## src/rtl/sipo_pkg.sv

```systemverilog
// Shared constants and helpers for the sipo_deser serial-to-parallel deserialiser.
package sipo_pkg;

  localparam logic PARITY_EVEN = 1'b0;

  function automatic int CNT_W(input int width);
    return $clog2(width + 1);
  endfunction

endpackage

```

## src/rtl/sipo_shift_core.sv

```systemverilog
// Shift register, bit counter and word-completion strobe; SIPO_PARITY_EN adds a trailing even-parity bit.
// Strobe is combinational in the cycle the last bit is sampled; no backpressure, the caller registers it.
module sipo_shift_core
  import sipo_pkg::*;
#(
  parameter int WIDTH     = 16,
  parameter int MSB_FIRST = 1
) (
  input  logic             clk,
  input  logic             rst,
  input  logic             serial_in,
  input  logic             bit_valid,
  input  logic             frame_start,
  output logic             word_vld,
  output logic [WIDTH-1:0] word_dat,
  output logic             word_perr
);

`ifdef SIPO_PARITY_EN
  localparam int N = WIDTH + 1;
`else
  localparam int N = WIDTH;
`endif
  localparam int            CW       = CNT_W(WIDTH);
  localparam logic [CW-1:0] CNT_LAST = CW'(N - 1);

  logic [WIDTH-1:0] sr_q, sr_d, sr_shifted;
  logic [CW-1:0]    cnt_q, cnt_d;
  logic             at_last;

  always_comb begin
    sr_shifted = (MSB_FIRST != 0) ? {sr_q[WIDTH-2:0], serial_in}
                                  : {serial_in, sr_q[WIDTH-1:1]};
    at_last    = bit_valid && !frame_start && (cnt_q == CNT_LAST);
    word_vld   = at_last;
    cnt_d      = cnt_q;
    if (bit_valid) begin
      if (frame_start)             cnt_d = CW'(1);
      else if (cnt_q == CNT_LAST)  cnt_d = '0;
      else                         cnt_d = cnt_q + CW'(1);
    end
  end

`ifdef SIPO_PARITY_EN
  logic par_q, par_d;

  // The parity bit is consumed by the checker, never shifted, so the word is sr as it stands.
  always_comb begin
    sr_d      = sr_q;
    par_d     = par_q;
    word_dat  = sr_q;
    word_perr = at_last && ((par_q ^ serial_in) != PARITY_EVEN);
    if (bit_valid && !at_last) begin
      sr_d = sr_shifted;
      if (frame_start || cnt_q == '0) par_d = serial_in;
      else                            par_d = par_q ^ serial_in;
    end
  end

  always_ff @(posedge clk) begin
    if (!rst) par_q <= 1'b0;
    else      par_q <= par_d;
  end
`else
  always_comb begin
    sr_d      = bit_valid ? sr_shifted : sr_q;
    word_dat  = sr_shifted;
    word_perr = 1'b0;
  end
`endif

  always_ff @(posedge clk) begin
    if (!rst) begin
      sr_q  <= '0;
      cnt_q <= '0;
    end else begin
      sr_q  <= sr_d;
      cnt_q <= cnt_d;
    end
  end

endmodule

```

## src/rtl/sipo_deser.sv

```systemverilog
// Serial-to-parallel deserialiser top (optional SIPO_PARITY_EN): word register with valid/ready and sticky overflow.
// Word appears 1 cycle after its last bit; a word completing while the holder is full and not ready is dropped.
module sipo_deser
  import sipo_pkg::*;
#(
  parameter int WIDTH     = 16,
  parameter int MSB_FIRST = 1
) (
  input  logic             clk,
  input  logic             rst,
  input  logic             serial_in,
  input  logic             bit_valid,
  input  logic             frame_start,
  output logic [WIDTH-1:0] data_out,
  output logic             data_valid,
  input  logic             data_ready,
  output logic             overflow,
  input  logic             ovf_clr,
  output logic             parity_err
);

  logic             word_vld, word_perr, load;
  logic [WIDTH-1:0] word_dat;
  logic [WIDTH-1:0] data_out_q, data_out_d;
  logic             data_valid_q, data_valid_d;
  logic             overflow_q, overflow_d;
  logic             parity_err_q, parity_err_d;

  sipo_shift_core #(
    .WIDTH     (WIDTH),
    .MSB_FIRST (MSB_FIRST)
  ) u_core (
    .clk         (clk),
    .rst         (rst),
    .serial_in   (serial_in),
    .bit_valid   (bit_valid),
    .frame_start (frame_start),
    .word_vld    (word_vld),
    .word_dat    (word_dat),
    .word_perr   (word_perr)
  );

  always_comb begin
    data_out_d   = data_out_q;
    data_valid_d = data_valid_q;
    overflow_d   = overflow_q;
    parity_err_d = 1'b0;
    load         = word_vld && (!data_valid_q || data_ready);
    if (data_valid_q && data_ready) data_valid_d = 1'b0;
    if (ovf_clr)                    overflow_d   = 1'b0;
    // A drop in the same cycle as a clear leaves overflow set.
    if (load) begin
      data_out_d   = word_dat;
      data_valid_d = 1'b1;
      parity_err_d = word_perr;
    end else if (word_vld) begin
      overflow_d   = 1'b1;
    end
  end

  always_ff @(posedge clk) begin
    if (!rst) begin
      data_out_q   <= '0;
      data_valid_q <= 1'b0;
      overflow_q   <= 1'b0;
      parity_err_q <= 1'b0;
    end else begin
      data_out_q   <= data_out_d;
      data_valid_q <= data_valid_d;
      overflow_q   <= overflow_d;
      parity_err_q <= parity_err_d;
    end
  end

  assign data_out   = data_out_q;
  assign data_valid = data_valid_q;
  assign overflow   = overflow_q;
  assign parity_err = parity_err_q;

endmodule

```

## config.mk

```make
export PLATFORM = sky130hd
export DESIGN_NAME = sipo_deser
export DESIGN_NICKNAME = d
export VERILOG_FILES = /design/src/rtl/sipo_pkg.sv /design/src/rtl/sipo_shift_core.sv /design/src/rtl/sipo_deser.sv
export SDC_FILE = /design/constraint.sdc
export NUM_CORES = 1
export LEC_CHECK = 0
export BUFFER_PORTS_ARGS = -buffer_cell sky130_fd_sc_hd__buf_2
export CAP_MARGIN = 20
export CORE_ASPECT_RATIO = 1.4
export CORE_MARGIN = 2
export CORE_UTILIZATION = 45
export DETAILED_ROUTE_END_ITERATION = 10
export GPL_ROUTABILITY_DRIVEN = 0
export GPL_TIMING_DRIVEN = 0
export HOLD_SLACK_MARGIN = 0.1
export PLACE_DENSITY = 0.66
export SYNTH_ARGS = -nofsm -noshare
export SYNTH_HDL_FRONTEND = slang
export SYNTH_HIERARCHICAL = 1
export SYNTH_SLANG_ARGS = --single-unit
```

## constraint.sdc

```tcl
create_clock -name clk -period 4.85 [get_ports clk]
set_input_delay 0.2425 -clock clk [delete_from_list [all_inputs] [get_ports clk]]
set_output_delay 0.2425 -clock clk [all_outputs]
set_load 0.01 [all_outputs]
```

# Yosys cells after proc, flatten, opt, wreduce, memory -nomap -nowiden
# Index checks and enable logic that the tools add are counted.
# word_totals
register_bits	38
output_inout_bits	19
inputBits	7
elab_cells	22
# op_classes
muxes	7
eq_ne	1
add_sub_neg	1
n_reduce_logical	8
# ops
op	n
5-bit two-way mux	2
5-bit by 1-bit adder with 5-bit output (second input constant)	1
5-bit by 4-bit equality test with 1-bit output (second input constant)	1
1-bit two-way mux	5
1-bit logical AND	4
1-bit zero test	2
2-bit nonzero test	1
1-bit logical OR	1

# Logic depth before layout (Yosys ltp)
# logic_depth
ltp_word	5
depth_mapped	7
depth_no_buf	5

# Hierarchy
# The synthesis kept the hierarchy.
# modules_own_cells
mod	cells_per_inst	seq_area_each_um2	instances	area_per_inst_um2
sipo_shift_core	80	400.4	1	843.3
sipo_deser	80	380.4	1	767.0

# Worst setup path after synthesis
# OpenSTA, ideal clock, no wires.
# synth_path
kind	reg2reg
from	register u_core.cnt_q[0]
to	register data_out_q[0] (netlist: data_out[0])
setup_time_ps	72
stages_incl_launch_ff	8
arrival_time_ps	1454
n_path_buf	2
setup_slack_ps	3324
cell_sequence	dfxtp_1 -> ha_1 -> nand4b_2 -> nor2_1 -> nor2b_2 -> buf_6 -> buf_12 -> mux2i_1
# synth_between
elab_chain_cells	3
# synth_lines
element	line	source
from (decl)	sipo_shift_core.sv:28	logic [CW-1:0] cnt_q, cnt_d;
from (signal assigned)	sipo_shift_core.sv:78	cnt_q <= cnt_d;
5-bit by 4-bit equality test with 1-bit output	sipo_shift_core.sv:34	at_last = bit_valid && !frame_start && (cnt_q == CNT_LAST);
1-bit logical AND	sipo_shift_core.sv:34	
net word_vld	sipo_deser.sv:22	logic word_vld, word_perr, load;
1-bit logical AND	sipo_deser.sv:48	load = word_vld && (!data_valid_q || data_ready);
to (signal assigned)	sipo_deser.sv:68	data_out_q <= data_out_d;
to (decl)	sipo_deser.sv:24	logic [WIDTH-1:0] data_out_q, data_out_d;
# The timed path passes the listed nets, and every way through them passes these cells.
# A chain may end at the register's enable or synchronous reset.

# Worst setup path after layout
# layout_path
from	register u_core.cnt_q[0]
to	register data_out_q[4] (netlist: data_out[4])
# The elaborated chain is that of the path after synthesis.

==> metrics.txt <==
# TYPE chip_impl_metric gauge
chip_impl_info{name="outcome",value="finished clean"} 1
chip_impl_metric{name="wl_met1",unit="um"} 1220
chip_impl_metric{name="vdd_ir_drop_max",unit="V"} 0.000251
chip_impl_metric{name="coreArea",unit="um2"} 3410
chip_impl_metric{name="cts-root-to-sink-buffers",unit=""} 2
chip_impl_metric{name="fin_crit_sh",unit=""} 0.368
chip_impl_metric{name="grt_pass1_wl",unit="um"} 5000
chip_impl_metric{name="finClkSkew",unit="ns"} 0.00418
chip_impl_info{name="hold-path-endpoint",value="u_core/sr_q[0]$_SDFFE_PN0P_"} 1
chip_impl_metric{name="post-route-min-period",unit="ns"} 1.78
chip_impl_metric{name="design.final.nets",unit=""} 199
chip_impl_info{name="critPathCaptureType",value="flop"} 1
chip_impl_metric{name="post_cts_resized",unit=""} 0
chip_impl_metric{name="synth.net_count",unit=""} 168
chip_impl_metric{name="mean_syn_cell_area",unit="um2"} 10.1
chip_impl_metric{name="power_report.internal_total",unit="mW"} 0.434
chip_impl_metric{name="grt-ovfl-total",unit=""} 0
chip_impl_info{name="critical_path.top_delay_family",value="simple AND/OR/NAND/NOR gates"} 1
chip_impl_metric{name="clock_sink_count",unit=""} 39
chip_impl_metric{name="routed_wl",unit="um"} 2960
chip_impl_metric{name="synth_top_cell_area_share",unit=""} 0.485
chip_impl_metric{name="die_area",unit="um2"} 4080
chip_impl_metric{name="p_per_area",unit="nW/um2"} 303
chip_impl_metric{name="crit_fanout",unit=""} 10
chip_impl_metric{name="combPwrFrac",unit=""} 0.048
chip_impl_metric{name="die_w",unit="um"} 54.6
chip_impl_metric{name="syn-cell-area",unit="um2"} 1610
chip_impl_metric{name="max_cap_violations",unit=""} 0
chip_impl_metric{name="route.vias.total",unit=""} 1152
chip_impl_info{name="series_of_cell_instances_along_the_critical_path",value="ha_1 -> nand4b_2 -> nor2_1 -> nor2b_2 -> buf_6 -> buf_12 -> mux2i_1"} 1
chip_impl_metric{name="cts_made_buffers",unit=""} 5
chip_impl_info{name="synthTopCellsByCount",value="sky130_fd_sc_hd__dfxtp_1, sky130_fd_sc_hd__nand2_1, sky130_fd_sc_hd__mux2i_1, sky130_fd_sc_hd__nor2b_1, sky130_fd_sc_hd__buf_2"} 1
chip_impl_metric{name="dr.first_iter.drc_count",unit=""} 7
chip_impl_metric{name="numPortBuffers",unit=""} 24
chip_impl_metric{name="fin_cells",unit=""} 232
chip_impl_metric{name="synth_instances",unit=""} 160
chip_impl_metric{name="dp_cells",unit=""} 224
chip_impl_metric{name="num_antenna_cells",unit=""} 0
chip_impl_metric{name="ctsHoldBuffers",unit=""} 0
chip_impl_info{name="rr_endpoint",value="data_out[4]$_SDFFE_PN0P_"} 1
chip_impl_metric{name="clock_tree.htree_level_count",unit=""} 2
chip_impl_metric{name="switching_share",unit=""} 0.233
chip_impl_info{name="reg2reg_from",value="u_core/cnt_q[0]$_SDFFE_PN0P_"} 1
chip_impl_metric{name="met2_length",unit="um"} 1570
chip_impl_info{name="top_signal_layer_used",value="met4"} 1
chip_impl_metric{name="cp.required",unit="ns"} 5.07
chip_impl_metric{name="route.antenna.remaining_nets",unit=""} 0
chip_impl_metric{name="initial_utilization",unit=""} 0.472
chip_impl_metric{name="r2r_slack",unit="ns"} 3.07
chip_impl_metric{name="whs_path_depth",unit=""} 3
chip_impl_metric{name="power.total",unit="mW"} 0.566
chip_impl_metric{name="grt_start_max_net_pins",unit=""} 14
chip_impl_metric{name="pwr-share-seq",unit=""} 0.572
chip_impl_metric{name="die_y",unit="um"} 74.8
chip_impl_metric{name="synth-async-reset-ratio",unit=""} 0
chip_impl_metric{name="layout-drive-gt1-share",unit=""} 0.245
chip_impl_metric{name="average_wire_per_standard_cell",unit="um"} 12.8
chip_impl_metric{name="leakagePower",unit="nW"} 0.779
chip_impl_metric{name="post-dp-hpwl",unit="um"} 2140
chip_impl_metric{name="multi_input_area",unit="um2"} 738
chip_impl_metric{name="netSwitchingPower",unit="mW"} 0.132
chip_impl_metric{name="finalSetupViolCount",unit=""} 0
chip_impl_metric{name="timing_max_transition_violations_final",unit=""} 0
chip_impl_info{name="hp-start",value="serial_in"} 1
chip_impl_metric{name="post_cts_buffers",unit=""} 0
chip_impl_metric{name="clk_pin_slew",unit="ns"} 0.08
chip_impl_metric{name="io-pin-count",unit=""} 26
chip_impl_info{name="critPathLaunchType",value="flop"} 1
chip_impl_metric{name="area_growth_synth_to_finish",unit="%"} 16.1
chip_impl_metric{name="synth_seq_cells",unit=""} 39
chip_impl_metric{name="r2r.worst_path.cells",unit=""} 7
chip_impl_info{name="rsz0062_at_grt",value="no"} 1
chip_impl_metric{name="met3RoutedLength",unit="um"} 114
chip_impl_metric{name="share_clk_of_total_power",unit=""} 0.381
chip_impl_metric{name="post-route-drc-count",unit=""} 0
chip_impl_info{name="hp-class",value="input pin to flop"} 1
chip_impl_metric{name="antenna_found_initial",unit=""} 0
chip_impl_info{name="timing_worst_setup_path_type",value="flop to flop"} 1
chip_impl_info{name="critPathSlowestCell",value="sky130_fd_sc_hd__dfxtp_1"} 1
chip_impl_metric{name="final.setup.tns",unit="ns"} 0
chip_impl_info{name="yosys.cell_count.top_type",value="sky130_fd_sc_hd__dfxtp_1"} 1
chip_impl_metric{name="max_freq",unit="MHz"} 560
chip_impl_info{name="yosys_most_used_dff",value="sky130_fd_sc_hd__dfxtp_1"} 1
chip_impl_metric{name="synth-warning-count",unit=""} 6
chip_impl_metric{name="number_of_enable_type_register_cells_in_the_synthesized_netlist",unit=""} 0
chip_impl_metric{name="grtUsageTotal",unit=""} 0.172
chip_impl_metric{name="final-hold-violation-count",unit=""} 0
chip_impl_metric{name="firstDrtPassIters",unit=""} 4
chip_impl_metric{name="clk-insertion-delay-late",unit="ns"} 0.29
chip_impl_info{name="synth_top_cell_by_area",value="sky130_fd_sc_hd__dfxtp_1"} 1
chip_impl_metric{name="synth_sequential_area_ratio",unit=""} 0.485
chip_impl_metric{name="timing.critical_path.slowest_cell_delay",unit="ns"} 0.39
chip_impl_metric{name="worstPathBufferInverterCount",unit=""} 2
chip_impl_info{name="tritoncts",value="done"} 1
chip_impl_metric{name="sequential_cell_area",unit="um2"} 781
chip_impl_metric{name="drt-vias-per-instance",unit=""} 4.97
chip_impl_metric{name="worst-endpoint-arrival",unit="ns"} 2.01
chip_impl_metric{name="fillCellCount",unit=""} 337
chip_impl_metric{name="first_global_vias",unit=""} 1133
chip_impl_info{name="clock_tree.root_cell",value="sky130_fd_sc_hd__clkbuf_8"} 1
chip_impl_info{name="post_synth_main_area_contributors",value="sky130_fd_sc_hd__dfxtp_1, sky130_fd_sc_hd__mux2i_1, sky130_fd_sc_hd__nand2_1"} 1
chip_impl_metric{name="synthDistinctLibCells",unit=""} 30
chip_impl_metric{name="core.rowCount",unit=""} 25
[registers in the layout (all words and copies together), names as in the netlist]
register and cells:
data_out 16, data_valid 1, overflow 1, parity_err 1, u_core/cnt_q 5, u_core/sr_q 15
[worst max path at each step]
stage                                            start                   endpoint  slack [ns]  cells after the start
final                     u_core/cnt_q[0]$_SDFFE_PN0P_   data_out[4]$_SDFFE_PN0P_        3.07                      7
after global routing      u_core/cnt_q[0]$_SDFFE_PN0P_  data_out[14]$_SDFFE_PN0P_        2.89                      7
after CTS                 u_core/cnt_q[0]$_SDFFE_PN0P_   data_out[4]$_SDFFE_PN0P_        3.07                      7
after detailed placement  u_core/cnt_q[0]$_SDFFE_PN0P_   data_out[4]$_SDFFE_PN0P_        3.08                      7
after global placement    u_core/cnt_q[0]$_SDFFE_PN0P_   data_out[5]$_SDFFE_PN0P_        3.16                      7
after floorplan           u_core/cnt_q[0]$_SDFFE_PN0P_   data_out[0]$_SDFFE_PN0P_        3.32                      7
[metal layers]
layer  global-route usage  vias to the layer above
met5                    0                        -
met4               0.0806                        0
met3               0.0516                        7
met2                0.297                       18
met1                0.189                      541
li1                     -                      586
[kinds of logic after synthesis]
family	synth area share
buffers and inverters	0.0567
and+or+nand+nor	0.217
muxes	0.193
AOI/OAI and AO/OA	0.0389
other	0.00233
DFF	0.485
adders and majority gates	0.00777
[power by group through the flow]
stage / registers, mW / clock network (mW) / logic [mW]
finish: 0.324 / 0.215 / 0.0270
global route: 0.324 / 0.233 / 0.0300
CTS: 0.324 / 0.223 / 0.0276
detailed placement: 0.331 / 0 / 0.0275
global placement: 0.331 / 0 / 0.0270
floorplan: 0.331 / 0 / 0.0196
[through the flow]
| stage | utilization | hold slack, ns | cell area (um2) | setup slack, ns |
|---|---|---|---|---|
| floorplan | - | 0.407 | 1610 | 3.32 |
| global placement | 0.522 | 0.414 | 1780 | 3.16 |
| detailed placement | 0.522 | 0.429 | 1780 | 3.08 |
| CTS | 0.548 | 0.226 | 1870 | 3.07 |
| global route | 0.548 | 0.257 | 1870 | 2.89 |
| finish | 0.548 | 0.234 | 1870 | 3.07 |
[layout make-up]
type | instances | area share
flip-flops and latches | 39 | 0.418
inverters | 1 | 0.00201
well taps | 40 | 0.0268
repair buffers | 24 | 0.0643
multi-input cells | 108 | 0.395
clock inverters | 3 | 0.0107
plain buffers | 12 | 0.0469
clock buffers | 5 | 0.0368
[cells in the final DEF, fill, tap and decap left out]
cell / n
sky130_fd_sc_hd__a21boi_1: 1
sky130_fd_sc_hd__a21oi_1: 4
sky130_fd_sc_hd__a31o_1: 1
sky130_fd_sc_hd__and3_2: 1
sky130_fd_sc_hd__and4b_1: 1
sky130_fd_sc_hd__and4bb_1: 1
sky130_fd_sc_hd__buf_12: 1
sky130_fd_sc_hd__buf_2: 30
sky130_fd_sc_hd__buf_4: 3
sky130_fd_sc_hd__buf_6: 1
sky130_fd_sc_hd__clkbuf_1: 1
sky130_fd_sc_hd__clkbuf_8: 5
sky130_fd_sc_hd__clkinv_2: 1
sky130_fd_sc_hd__clkinvlp_4: 2
sky130_fd_sc_hd__conb_1: 1
sky130_fd_sc_hd__dfxtp_1: 39
sky130_fd_sc_hd__ha_1: 1
sky130_fd_sc_hd__inv_1: 1
sky130_fd_sc_hd__mux2i_1: 31
sky130_fd_sc_hd__nand2_1: 33
sky130_fd_sc_hd__nand2b_1: 2
sky130_fd_sc_hd__nand3_1: 1
sky130_fd_sc_hd__nand4b_1: 1
sky130_fd_sc_hd__nand4b_2: 1
sky130_fd_sc_hd__nor2_1: 2
sky130_fd_sc_hd__nor2b_1: 19
sky130_fd_sc_hd__nor2b_2: 1
sky130_fd_sc_hd__nor2b_4: 1
sky130_fd_sc_hd__nor3_1: 1
sky130_fd_sc_hd__o21a_1: 1
sky130_fd_sc_hd__o21ai_0: 1
sky130_fd_sc_hd__o21ai_1: 1
sky130_fd_sc_hd__o31a_1: 1
[worst register-to-register path: stages (launching register included)]
cell and delay (ns):
sky130_fd_sc_hd__dfxtp_1 0.39, sky130_fd_sc_hd__ha_1 0.25, sky130_fd_sc_hd__nand4b_2 0.17, sky130_fd_sc_hd__nor2_1 0.21
sky130_fd_sc_hd__nor2b_2 0.18, sky130_fd_sc_hd__buf_6 0.17, sky130_fd_sc_hd__buf_12 0.16, sky130_fd_sc_hd__mux2i_1 0.20
Power figures use the tool's default switching activity.
